### config.mk
export PLATFORM = sky130hd
export DESIGN_NAME = alu_issue
export DESIGN_NICKNAME = d
export VERILOG_FILES = /design/src/rtl/alu_issue.sv
export SDC_FILE = /design/constraint.sdc
export NUM_CORES = 1
export LEC_CHECK = 0
export ABC_AREA = 0
export BUFFER_PORTS_ARGS = -buffer_cell sky130_fd_sc_hd__buf_2
export CELL_PAD_IN_SITES_DETAIL_PLACEMENT = 1
export CELL_PAD_IN_SITES_GLOBAL_PLACEMENT = 1
export CORE_MARGIN = 4
export CORE_UTILIZATION = 35
export CTS_CLUSTER_SIZE = 8
export DETAILED_ROUTE_END_ITERATION = 8
export PLACE_DENSITY_LB_ADDON = 0.08
export SETUP_SLACK_MARGIN = 0.5
export SYNTH_ARGS = -nofsm -noshare
export SYNTH_HDL_FRONTEND = slang
export SYNTH_SLANG_ARGS = --single-unit
### constraint.sdc
create_clock -name clk -period 3.5 [get_ports clk]
set_input_delay 0.35 -clock clk [delete_from_list [all_inputs] [get_ports clk]]
set_output_delay 0.35 -clock clk [all_outputs]
set_load 0.005 [all_outputs]
### src/rtl/alu_issue.sv
// ALU issue/capture controller: registers operands and select into an external
// gate-level datapath, waits SETTLE cycles for it to settle, then presents the result.
module alu_issue #(
    parameter int WIDTH  = 4,
    parameter int SETTLE = 2
) (
    input  logic             clk,
    input  logic             rst_n,
    input  logic             cmd_valid,
    output logic             cmd_ready,
    input  logic [2:0]       cmd_op,
    input  logic [WIDTH-1:0] cmd_a,
    input  logic [WIDTH-1:0] cmd_b,
    output logic [WIDTH-1:0] alu_a,
    output logic [WIDTH-1:0] alu_b,
    output logic [2:0]       alu_select,
    input  logic [WIDTH-1:0] alu_result,
    input  logic             alu_carry,
    output logic             res_valid,
    input  logic             res_ready,
    output logic [WIDTH-1:0] res_data,
    output logic             res_carry,
    output logic             res_zero,
    output logic [2:0]       res_op
);

    typedef enum logic [1:0] {S_IDLE, S_SETTLE, S_VALID} state_t;

    localparam logic [3:0] SettleLoad = 4'(SETTLE);

    state_t           state_q, state_d;
    logic [3:0]       count_q, count_d;
    logic [WIDTH-1:0] aluA_q, aluA_d;
    logic [WIDTH-1:0] aluB_q, aluB_d;
    logic [2:0]       aluSel_q, aluSel_d;
    logic             resValid_q, resValid_d;
    logic [WIDTH-1:0] resData_q, resData_d;
    logic             resCarry_q, resCarry_d;
    logic             resZero_q, resZero_d;
    logic [2:0]       resOp_q, resOp_d;
    logic             accept;
    logic             capture;

    // Ready depends only on state and the consumer, so a draining result can
    // admit the next command on the same edge.
    always_comb begin
        cmd_ready = 1'b0;
        case (state_q)
            S_IDLE:   cmd_ready = 1'b1;
            S_VALID:  cmd_ready = res_ready;
            default:  cmd_ready = 1'b0;
        endcase
    end

    assign accept  = cmd_valid & cmd_ready;
    assign capture = (state_q == S_SETTLE) && (count_q == 4'd1);

    always_comb begin
        state_d    = state_q;
        count_d    = count_q;
        aluA_d     = aluA_q;
        aluB_d     = aluB_q;
        aluSel_d   = aluSel_q;
        resData_d  = resData_q;
        resCarry_d = resCarry_q;
        resZero_d  = resZero_q;
        resOp_d    = resOp_q;

        case (state_q)
            S_IDLE: begin
                if (accept) state_d = S_SETTLE;
            end
            S_SETTLE: begin
                count_d = count_q - 4'd1;
                if (capture) state_d = S_VALID;
            end
            S_VALID: begin
                if (res_ready) state_d = accept ? S_SETTLE : S_IDLE;
            end
            default: state_d = S_IDLE;
        endcase

        if (accept) begin
            aluA_d   = cmd_a;
            aluB_d   = cmd_b;
            aluSel_d = cmd_op;
            count_d  = SettleLoad;
        end

        // Select is sampled from the register so res_op names the operation
        // actually present on the datapath.
        if (capture) begin
            resData_d  = alu_result;
            resCarry_d = alu_carry;
            resZero_d  = (alu_result == '0);
            resOp_d    = aluSel_q;
        end

        resValid_d = (state_d == S_VALID);
    end

    always_ff @(posedge clk or negedge rst_n) begin
        if (!rst_n) begin
            state_q    <= S_IDLE;
            count_q    <= 4'd0;
            aluA_q     <= '0;
            aluB_q     <= '0;
            aluSel_q   <= 3'd0;
            resValid_q <= 1'b0;
            resData_q  <= '0;
            resCarry_q <= 1'b0;
            resZero_q  <= 1'b0;
            resOp_q    <= 3'd0;
        end else begin
            state_q    <= state_d;
            count_q    <= count_d;
            aluA_q     <= aluA_d;
            aluB_q     <= aluB_d;
            aluSel_q   <= aluSel_d;
            resValid_q <= resValid_d;
            resData_q  <= resData_d;
            resCarry_q <= resCarry_d;
            resZero_q  <= resZero_d;
            resOp_q    <= resOp_d;
        end
    end

    assign alu_a      = aluA_q;
    assign alu_b      = aluB_q;
    assign alu_select = aluSel_q;
    assign res_valid  = resValid_q;
    assign res_data   = resData_q;
    assign res_carry  = resCarry_q;
    assign res_zero   = resZero_q;
    assign res_op     = resOp_q;

endmodule

After elaboration in Yosys (flattened, before gate mapping)
Index checks and enable logic that the tools add are counted. Widths: inputs -> output; s select.

Output and inout port bits: 22. Word-level logic and storage cells: 28. Input port bits: 20. Flip-flop bits (word level): 27.

Reduce and logical (&&, ||, !) cells: 4. Add/subtract/negate cells: 1. Multiplexer cells: 8. Bitwise logic cells: 1. Equal/unequal tests: 4.

Operators with widths (count): $mux 4 (2); $mux 2 (3); $pmux 2 s3 (1); $eq 2x2->1 const B (2); $eq 4x1->1 const B (1); $logic_not 4->1 (1); $sub 4x1->4 const B (1); $eq 2x1->1 const B (1); $logic_not 2->1 (1); $pmux 1 s2 (1); $reduce_bool 2->1 (1); $and 1x1->1 (1); $logic_and 1x1->1 (1); $mux 1 (1).

Logic depth before layout (Yosys ltp)
Gate-level depths: netlist of run 1.

Depth in word-level cells: 7. Depth in mapped cells: 5. Gate-level depth less buffers: 5.

Least setup slack after synthesis of run 1
OpenSTA, ideal clock, no wires.

Path kind: register -> register. Start point: register count_q[1]. End point: register resCarry_q (netlist: res_carry). Buffers on the path: 1. Data required time: 3.375 ns. Cell stages (with the launch flop): 6. Setup time: 0.125 ns. Slack: 2.185 ns. Data arrival time: 1.190 ns. Period minus slack after synthesis: 1.315 ns. Cell sequence: dfrtp_1 > inv_1 > ha_1 > nand4b_1 > buf_4 > mux2_4.

Longest elaborated chain between the ends: 2.

RTL lines: start: declaration (line 32) `logic [3:0] count_q, count_d;`; start signal: assignment (line 116) `count_q <= count_d;`; $eq 4x1->1 (line 56) `assign capture = (state_q == S_SETTLE) && (count_q == 4'd1);`; $logic_and 1x1->1 (line 56); end signal: assignment (line 122) `resCarry_q <= resCarry_d;`; end: declaration (line 38) `logic resCarry_q, resCarry_d;`.

Every way passes these cells. A chain may end at the register's enable or synchronous reset.

Worst setup path after layout of run 1
Ends and elaborated chain as after synthesis.

==> results of run 1 <==
-- layout make-up --
class,instances,area (µm²)
multi-input cells,45,475
repair buffers,41,205
fillers,375,1700
inverters,2,7.51
flip-flops and latches,27,676
clock inverters,1,7.51
clock buffers,3,22.5
well taps,44,55.1
-- power breakdown --
| part | leakage [nW] | internal [mW] | total [mW] | switching (mW) |
|---|---|---|---|---|
| Combinational | 0.400 | 0.337 | 0.545 | 0.207 |
| Clock | 0.0139 | 0.0437 | 0.140 | 0.0965 |
| Sequential | 0.325 | 0.466 | 0.567 | 0.102 |
-- registers in the layout, indices dropped and copies added, names as in the netlist, 2 cells and up --
signal and count:
alu_a 4, alu_b 4, res_op 3, state_q 2
res_data 4, count_q 4, alu_select 3
-- how the worst min path moves through the flow --
| stage | from | endpoint | slack, ns | depth (start not counted) |
|---|---|---|---|---|
| floorplan | rst_n | alu_a[0] | 0.05 | 0 |
| global placement | rst_n | count_q[3] | 0.40 | 1 |
| detailed placement | rst_n | count_q[3] | 0.40 | 1 |
| CTS | rst_n | alu_a[0] | 0.02 | 1 |
| global route | rst_n | res_valid | 0.02 | 1 |
| finish | rst_n | count_q[3] | 0.005 | 1 |
-- critical path, delay by kind of cell (launching register included) --
family                   cells  cell delay (ns)
buffers and inverters        1             0.09
multiplexers                 1             0.52
adder cells (fa/ha/maj)      1             0.16
flip-flops                   1             0.43
AND/OR/NAND/NOR              1             0.59
-- routing by layer --
metal  global-route usage [%]  wire [µm]  vias to the layer above
met5                        0          0                        -
met4                     4.57         11                        0
met3                     2.89        178                        2
met2                     20.4       1170                       25
met1                     14.0        984                      373
li1                         -          -                      350
-- cells in the final DEF (no fill, tap or decap) --
master                        n
sky130_fd_sc_hd__o21ai_0      3
sky130_fd_sc_hd__and2b_4      1
sky130_fd_sc_hd__dfrtp_1     27
sky130_fd_sc_hd__inv_1        2
sky130_fd_sc_hd__clkinvlp_4   1
sky130_fd_sc_hd__xor2_1       1
sky130_fd_sc_hd__ha_1         2
sky130_fd_sc_hd__a2bb2oi_1    1
sky130_fd_sc_hd__a21boi_0     1
sky130_fd_sc_hd__a211o_1      1
sky130_fd_sc_hd__nand3b_1     1
sky130_fd_sc_hd__nor4_1       2
sky130_fd_sc_hd__mux2_2       6
sky130_fd_sc_hd__nand2b_4     1
sky130_fd_sc_hd__mux2_4      14
sky130_fd_sc_hd__buf_2       41
sky130_fd_sc_hd__mux2i_1      1
sky130_fd_sc_hd__xnor2_1      1
sky130_fd_sc_hd__clkbuf_4     3
sky130_fd_sc_hd__nor2_1       5
sky130_fd_sc_hd__nand4b_1     1
sky130_fd_sc_hd__nor2_8       1
sky130_fd_sc_hd__or2b_1       1
sky130_fd_sc_hd__nand2b_1     1
-- metrics by stage --
step	setup slack (ns)	util (%)	instance area [µm²]	hold slack [ns]
4_1_cts	1.60	46.0	1450	0.0172
3_5_place_dp	1.60	45.0	1420	0.401
6_report	1.61	46.0	1450	0.00548
3_3_place_gp	1.68	45.0	1420	0.399
5_1_grt	1.49	46.0	1450	0.0153
2_1_floorplan	2.18	-	1190	0.0544
-- kinds of logic (layout without fill, tap and decap cells) --
group,count (synthesis),count (layout),share of synthesized area (%)
AO/OA/AOI/OAI,6,6,3.36
XOR/XNOR,2,2,1.47
adder cells (fa/ha/maj),2,2,2.10
buffers and inverters,5,47,3.46
flip-flops,27,27,56.7
multiplexers,21,21,24.1
AND/OR/NAND/NOR,14,14,8.82
==> results by group, run 1 <==
Synthesis
  • Post-synthesis sequential element count: 27
  • Number of unique standard cell types used by synthesis: 24
  • Cells after Synth: a little under 80
  • Net count after synthesis: 99
  • Number of flops mapped to enable cells by yosys: 0
  • Top flip-flop cell by instance count after synthesis: sky130_fd_sc_hd__dfrtp_1
  • Area of the mapped netlist: between 0.001 and 0.0015 mm²
  • Ys Warns: 0
  • Proportion of register bits with asynchronous set or reset after synthesis: 100%
  • Mean area per synthesized cell: 15.5 µm²
  • Top cells by count, synth: sky130_fd_sc_hd__dfrtp_1, sky130_fd_sc_hd__mux2_4, sky130_fd_sc_hd__mux2_2
  • Cell type with the highest aggregate area in the netlist: sky130_fd_sc_hd__dfrtp_1
  • Share of synthesized area occupied by flip-flops and latches: between 50% and 60%
  • Top cells by area in the synthesized netlist: sky130_fd_sc_hd__dfrtp_1, sky130_fd_sc_hd__mux2_4, sky130_fd_sc_hd__mux2_2
  • Cell with the most instances after synthesis: sky130_fd_sc_hd__dfrtp_1
  • Top-area cell type share of the netlist area: between 50% and 60%

Routing
  • Antenna Violating Nets Remaining: 0
  • Drc violations: 0
  • Average detailed-routed wire length per instance: 14.4 µm
  • Iteration-0 DRC Markers: 24
  • Via-per-instance ratio: approximately 4.6
  • Overall routed net length: approximately 2300 µm
  • Pre-antenna DRT Iters: 2
  • Number of vias after detailed routing: 750

Worst setup path
  • Required time of the critical path: approximately 3.7 ns
  • Critical path type: reg2reg
  • Startpoint Class: flop
  • Critical R2R Capture: res_carry
  • CP endpoint kind: flop
  • Worst setup path start: count_q[1]
  • Critical-path top delay cell: sky130_fd_sc_hd__nand4b_1
  • Flop-to-flop setup slack: ~1.6 ns
  • Capturing instance or port of the critical path: res_carry
  • Startpoint of the worst-slack reg-to-reg timing path: count_q[1]
  • Signal arrival time at the worst endpoint: between 2 and 2.5 ns
  • Cell depth of the worst flop-to-flop path: 4
  • Crit-path max cell delay: 0.59 ns
  • Maximum fanout count along the critical path: 11
  • CP cell instances: inv_1 -> ha_1 -> nand4b_1 -> mux2_4

Floorplan
  • Die area: roughly 0.0044 mm²
  • Starting Density: 37.8%
  • I/O pins: between 40 and 50
  • Die height: around 66 µm
  • Count of standard-cell rows: 20
  • DIE WIDTH: 66.4 µm
  • Core area: 0.00315 mm²

GRT
  • Via count of the first global-routing pass: 828
  • Number of antenna violations at the first check in global routing: 0
  • Total overflow reported by the global router: 0
  • Pin count of the biggest net entering global routing: 28
  • Global router's overall resource usage: 11.8%
  • First-pass GRT wire length: ~4000 µm

Clocking
  • Clock sink count: 27
  • Cell at the root of the clock tree: sky130_fd_sc_hd__clkbuf_4
  • Buffer levels on the longest clock path: 2
  • Post-CTS Setup Bufs: 0
  • Hold Buf Count CTS: 0
  • TritonCTS Buffers: 3
  • Clock insertion delay at the later pin of the skew report: roughly 0.32 ns
  • Clock tree from TritonCTS: done
  • CTS H-Tree Depth: 1
  • Resize count post-CTS: 0
  • Clock edge transition at the registers on the reported setup and hold paths: roughly 0.15 ns

Pwr
  • Worst ir drop on vdd: roughly 290 µV
  • Power per standard cell area: roughly 860 mW/mm²
  • Overall power: 1.25 mW
  • Leakage power of the design: 0.739 nW

Cells and area
  • Layout cell share with drive strength beyond 1: a little under three fifths
  • Number of inserted diodes: 0
  • Number of nets in the finished design: 142
  • Area growth from synthesis to layout: 21.5%
  • Non-filler cells in the finished layout: between 150 and 200

Place
  • HPWL after DPL: approximately 1800 µm
  • Port buffer count: between 40 and 50
  • Final RePlAce weighted congestion: about 0.67
  • Count of placed standard cells including taps: between 150 and 200

Timing
  • Fmax: approximately 530 MHz
  • Final setup violation count: 0
  • RSZ-0062 raised after global routing: no
  • Slew HR: 50.8%
  • TNS Setup: 0 ns
  • Total count of max-transition violations in the final report: 0
  • Final hold violation count: 0
  • Period utilization: a little over half
  • Worst-Margin Slew: between 0.7 and 0.8 ns
  • Final critical-path required period: 1.89 ns
  • Layout Skew: between 0.002 and 0.0025 ns

Run
  • Number of max-cap violations: 0

Worst hold path
  • Path class of the lowest-slack min-delay path: in2async

Outcome
  • Status: complete, no violations
Note: power is estimated with default switching activity, not from simulation.
==> inputs of run 2 (changes only) <==
==> constraint.sdc (replaced) <==
create_clock -name clk -period 1.5 [get_ports clk]
set_input_delay 0.15 -clock clk [delete_from_list [all_inputs] [get_ports clk]]
set_output_delay 0.15 -clock clk [all_outputs]
set_load 0.005 [all_outputs]
==> results by group, run 2 (synthesized netlist as in run 1, its figures left out) <==
Timing
  • Fmax: 721 MHz (+36%)
  • Worst-Margin Slew: 0.631 ns (-0.103 ns)
  • Final critical-path required period: 1.39 ns (-0.502 ns)
  • RSZ-0062 raised after global routing: yes
  • Final setup violation count: 0 (unchanged)
  • Post-route worst setup slack: 0.114 ns (-1.50 ns)
  • TNS Setup: 0 ns (unchanged)
  • Total count of max-transition violations in the final report: 0 (unchanged)
  • Slew HR: 57.9% (+7.1 points)
  • Layout Skew: 0.0121 ns (+0.00972 ns)
  • Worst Hold Margin: 0.0279 ns (+0.0224 ns)
  • Period utilization: 92.4% (+38 points)
  • Final hold violation count: 0 (unchanged)

Worst setup path
  • Startpoint Class: flop
  • Crit-path max cell delay: 0.42 ns (-0.17 ns)
  • Startpoint of the worst-slack reg-to-reg timing path: count_q[1]
  • Critical path type: reg2reg
  • Critical-path top delay cell: sky130_fd_sc_hd__dfrtp_1
  • Required time of the critical path: 1.74 ns (-1.99 ns)
  • WP buf/inv: 2 (+1)
  • Worst setup path start: count_q[1]
  • CP cell instances: inv_2 -> ha_4 -> nand4b_1 -> buf_6 -> mux2_4
  • Cell depth of the worst flop-to-flop path: 5 (+1)
  • Number of cells on the critical path: 5 (+1)
  • Maximum fanout count along the critical path: 7 (-4)
  • CP endpoint kind: flop
  • Cell type group with the largest total delay on the critical path: flip-flops
  • Signal arrival time at the worst endpoint: 1.62 ns (-0.50 ns)

Clocking
  • TritonCTS Buffers: 3 (unchanged)
  • CTS H-Tree Depth: 1 (unchanged)
  • Clock insertion delay at the later pin of the skew report: 0.34 ns (+0.02 ns)
  • Clock tree from TritonCTS: done
  • Buffer levels on the longest clock path: 2 (unchanged)
  • Clock edge transition at the registers on the reported setup and hold paths: 0.16 ns (about the same)
  • Cell at the root of the clock tree: sky130_fd_sc_hd__clkbuf_4
  • Clock sink count: 27 (unchanged)

Cells and area
  • Number of nets in the finished design: 185 (+30%)
  • Total non-filler cell area in the finished layout: 0.00195 mm² (+35%)
  • Number of inserted diodes: 0 (unchanged)
  • Leading cell types in the layout, fill and taps excluded: sky130_fd_sc_hd__buf_2, sky130_fd_sc_hd__dfrtp_1, sky130_fd_sc_hd__buf_4
  • Area growth from synthesis to layout: 63.7%
  • Layout cell share with drive strength beyond 1: 66.7% (+9.5 points)
  • Leading cell type in the layout, fill and taps excluded: sky130_fd_sc_hd__buf_2

Floorplan
  • Die area: 0.00440 mm² (unchanged)
  • I/O pins: 42 (unchanged)
  • DIE WIDTH: 66.4 µm (unchanged)
  • Core area: 0.00315 mm² (unchanged)
  • Die height: 66.4 µm (unchanged)
  • Starting Density: 37.8% (unchanged)
  • Count of standard-cell rows: 20 (unchanged)

Routing
  • Overall routed net length: 3100 µm (+32%)
  • Via-per-instance ratio: 4.38 (-4.8%)
  • Pre-antenna DRT Iters: 2 (unchanged)
  • Antenna Violating Nets Remaining: 0 (unchanged)
  • Average detailed-routed wire length per instance: 15.0 µm (+4.6%)
  • Iteration-0 DRC Markers: 7 (-71%)
  • Number of vias after detailed routing: 902 (+20%)
  • Drc violations: 0 (unchanged)

Place
  • Port buffer count: 41 (unchanged)
  • Final RePlAce weighted congestion: 0.694 (+3.1%)
  • Pre-CTS setup slack: 0.0935 ns (-1.50 ns)
  • Post-place instance area: 0.00144 mm² (+1.8%)
  • HPWL after DPL: 1740 µm (-0.70%)

Pwr
  • Worst ir drop on vdd: 949 µV (+230%)
  • Sw frac: 32.1% (-0.28 points)
  • Flop pwr share: 33.2% (-12 points)
  • Gate power share: 57.9% (+14 points)
  • Power per standard cell area: 2000 mW/mm² (+130%)
  • Leakage power of the design: 0.987 nW (+33%)
  • Clock power frac: 8.9% (-2.3 points)
  • Switching power: 1.25 mW (+210%)
  • Cell Int Power: 2.65 mW (+210%)

Worst hold path
  • Startpoint of the tightest hold check path: alu_carry
  • Number of stages on the worst hold path: 2
  • Path class of the lowest-slack min-delay path: in2reg

Run
  • Number of max-cap violations: 0 (unchanged)

Outcome
  • Status: complete, no violations

GRT
  • Pin count of the biggest net entering global routing: 28 (unchanged)
  • Total overflow reported by the global router: 0 (unchanged)
  • Number of antenna violations at the first check in global routing: 0 (unchanged)
  • First-pass GRT wire length: 4460 µm (+13%)
  • Via count of the first global-routing pass: 915 (+11%)
  • Global router's overall resource usage: 13.8% (+2.0 points)
[run 2: power by group through the flow]
stage / registers (mW) / logic [mW] / clock network [mW]
2_1_floorplan: 1.32 / 0.891 / 0
3_3_place_gp: 1.31 / 1.33 / 0
3_5_place_dp: 1.33 / 1.35 / 0
4_1_cts: 1.29 / 1.80 / 0.370
5_1_grt: 1.34 / 2.46 / 0.406
6_report: 1.30 / 2.26 / 0.348
[run 2: area by class of cell]
type                            instances  area, µm²
Clock inverter                          1       8.76
Tap cell                               44       55.1
Multi-Input combinational cell         45        562
Inverter                                2       7.51
Clock buffer                            3       22.5
Fill cell                             334       1200
Sequential cell                        27        676
Timing Repair Buffer                   84        621
[run 2: through the flow]
stage | util (%) | instances | total power, mW
floorplan | - | 77 | 2.21
CTS | 52.9 | 182 | 3.46
global placement | 45.8 | 162 | 2.64
finish | 61.9 | 206 | 3.91
global route | 61.9 | 206 | 4.21
detailed placement | 45.8 | 162 | 2.68
[run 2: routing by layer]
layer	GRT usage (%)	share of wire, %	vias to the layer above	wire length (µm)
met5	0	0	-	0
met4	3.81	0.94	0	29
met3	4.93	5.5	2	171
met2	23.0	52	29	1600
met1	16.7	42	438	1290
li1	-	-	433	-
[run 2: path summary, 6_finish.rpt]
| path | to | slack [ns] |
|---|---|---|
| min in group asynchronous | alu_b[0] | 0.34 |
| max in group asynchronous | count_q[0] | 0.74 |
| max | res_data[0] | 0.11 |
| max reg2reg | res_data[0] | 0.11 |
| min | res_carry | 0.03 |
| min reg2reg | count_q[3] | 0.51 |
[run 2: what timing repair did]
action | in CTS | in global routing
setup endpoints to repair | 49 | 49
cloned | 1 | 0
hold buffers | 1 | 11
gates resized for setup | 11 | 16
pin swaps | 3 | 5
hold endpoints to repair | 27 | 11
buffers inserted | 14 | 13
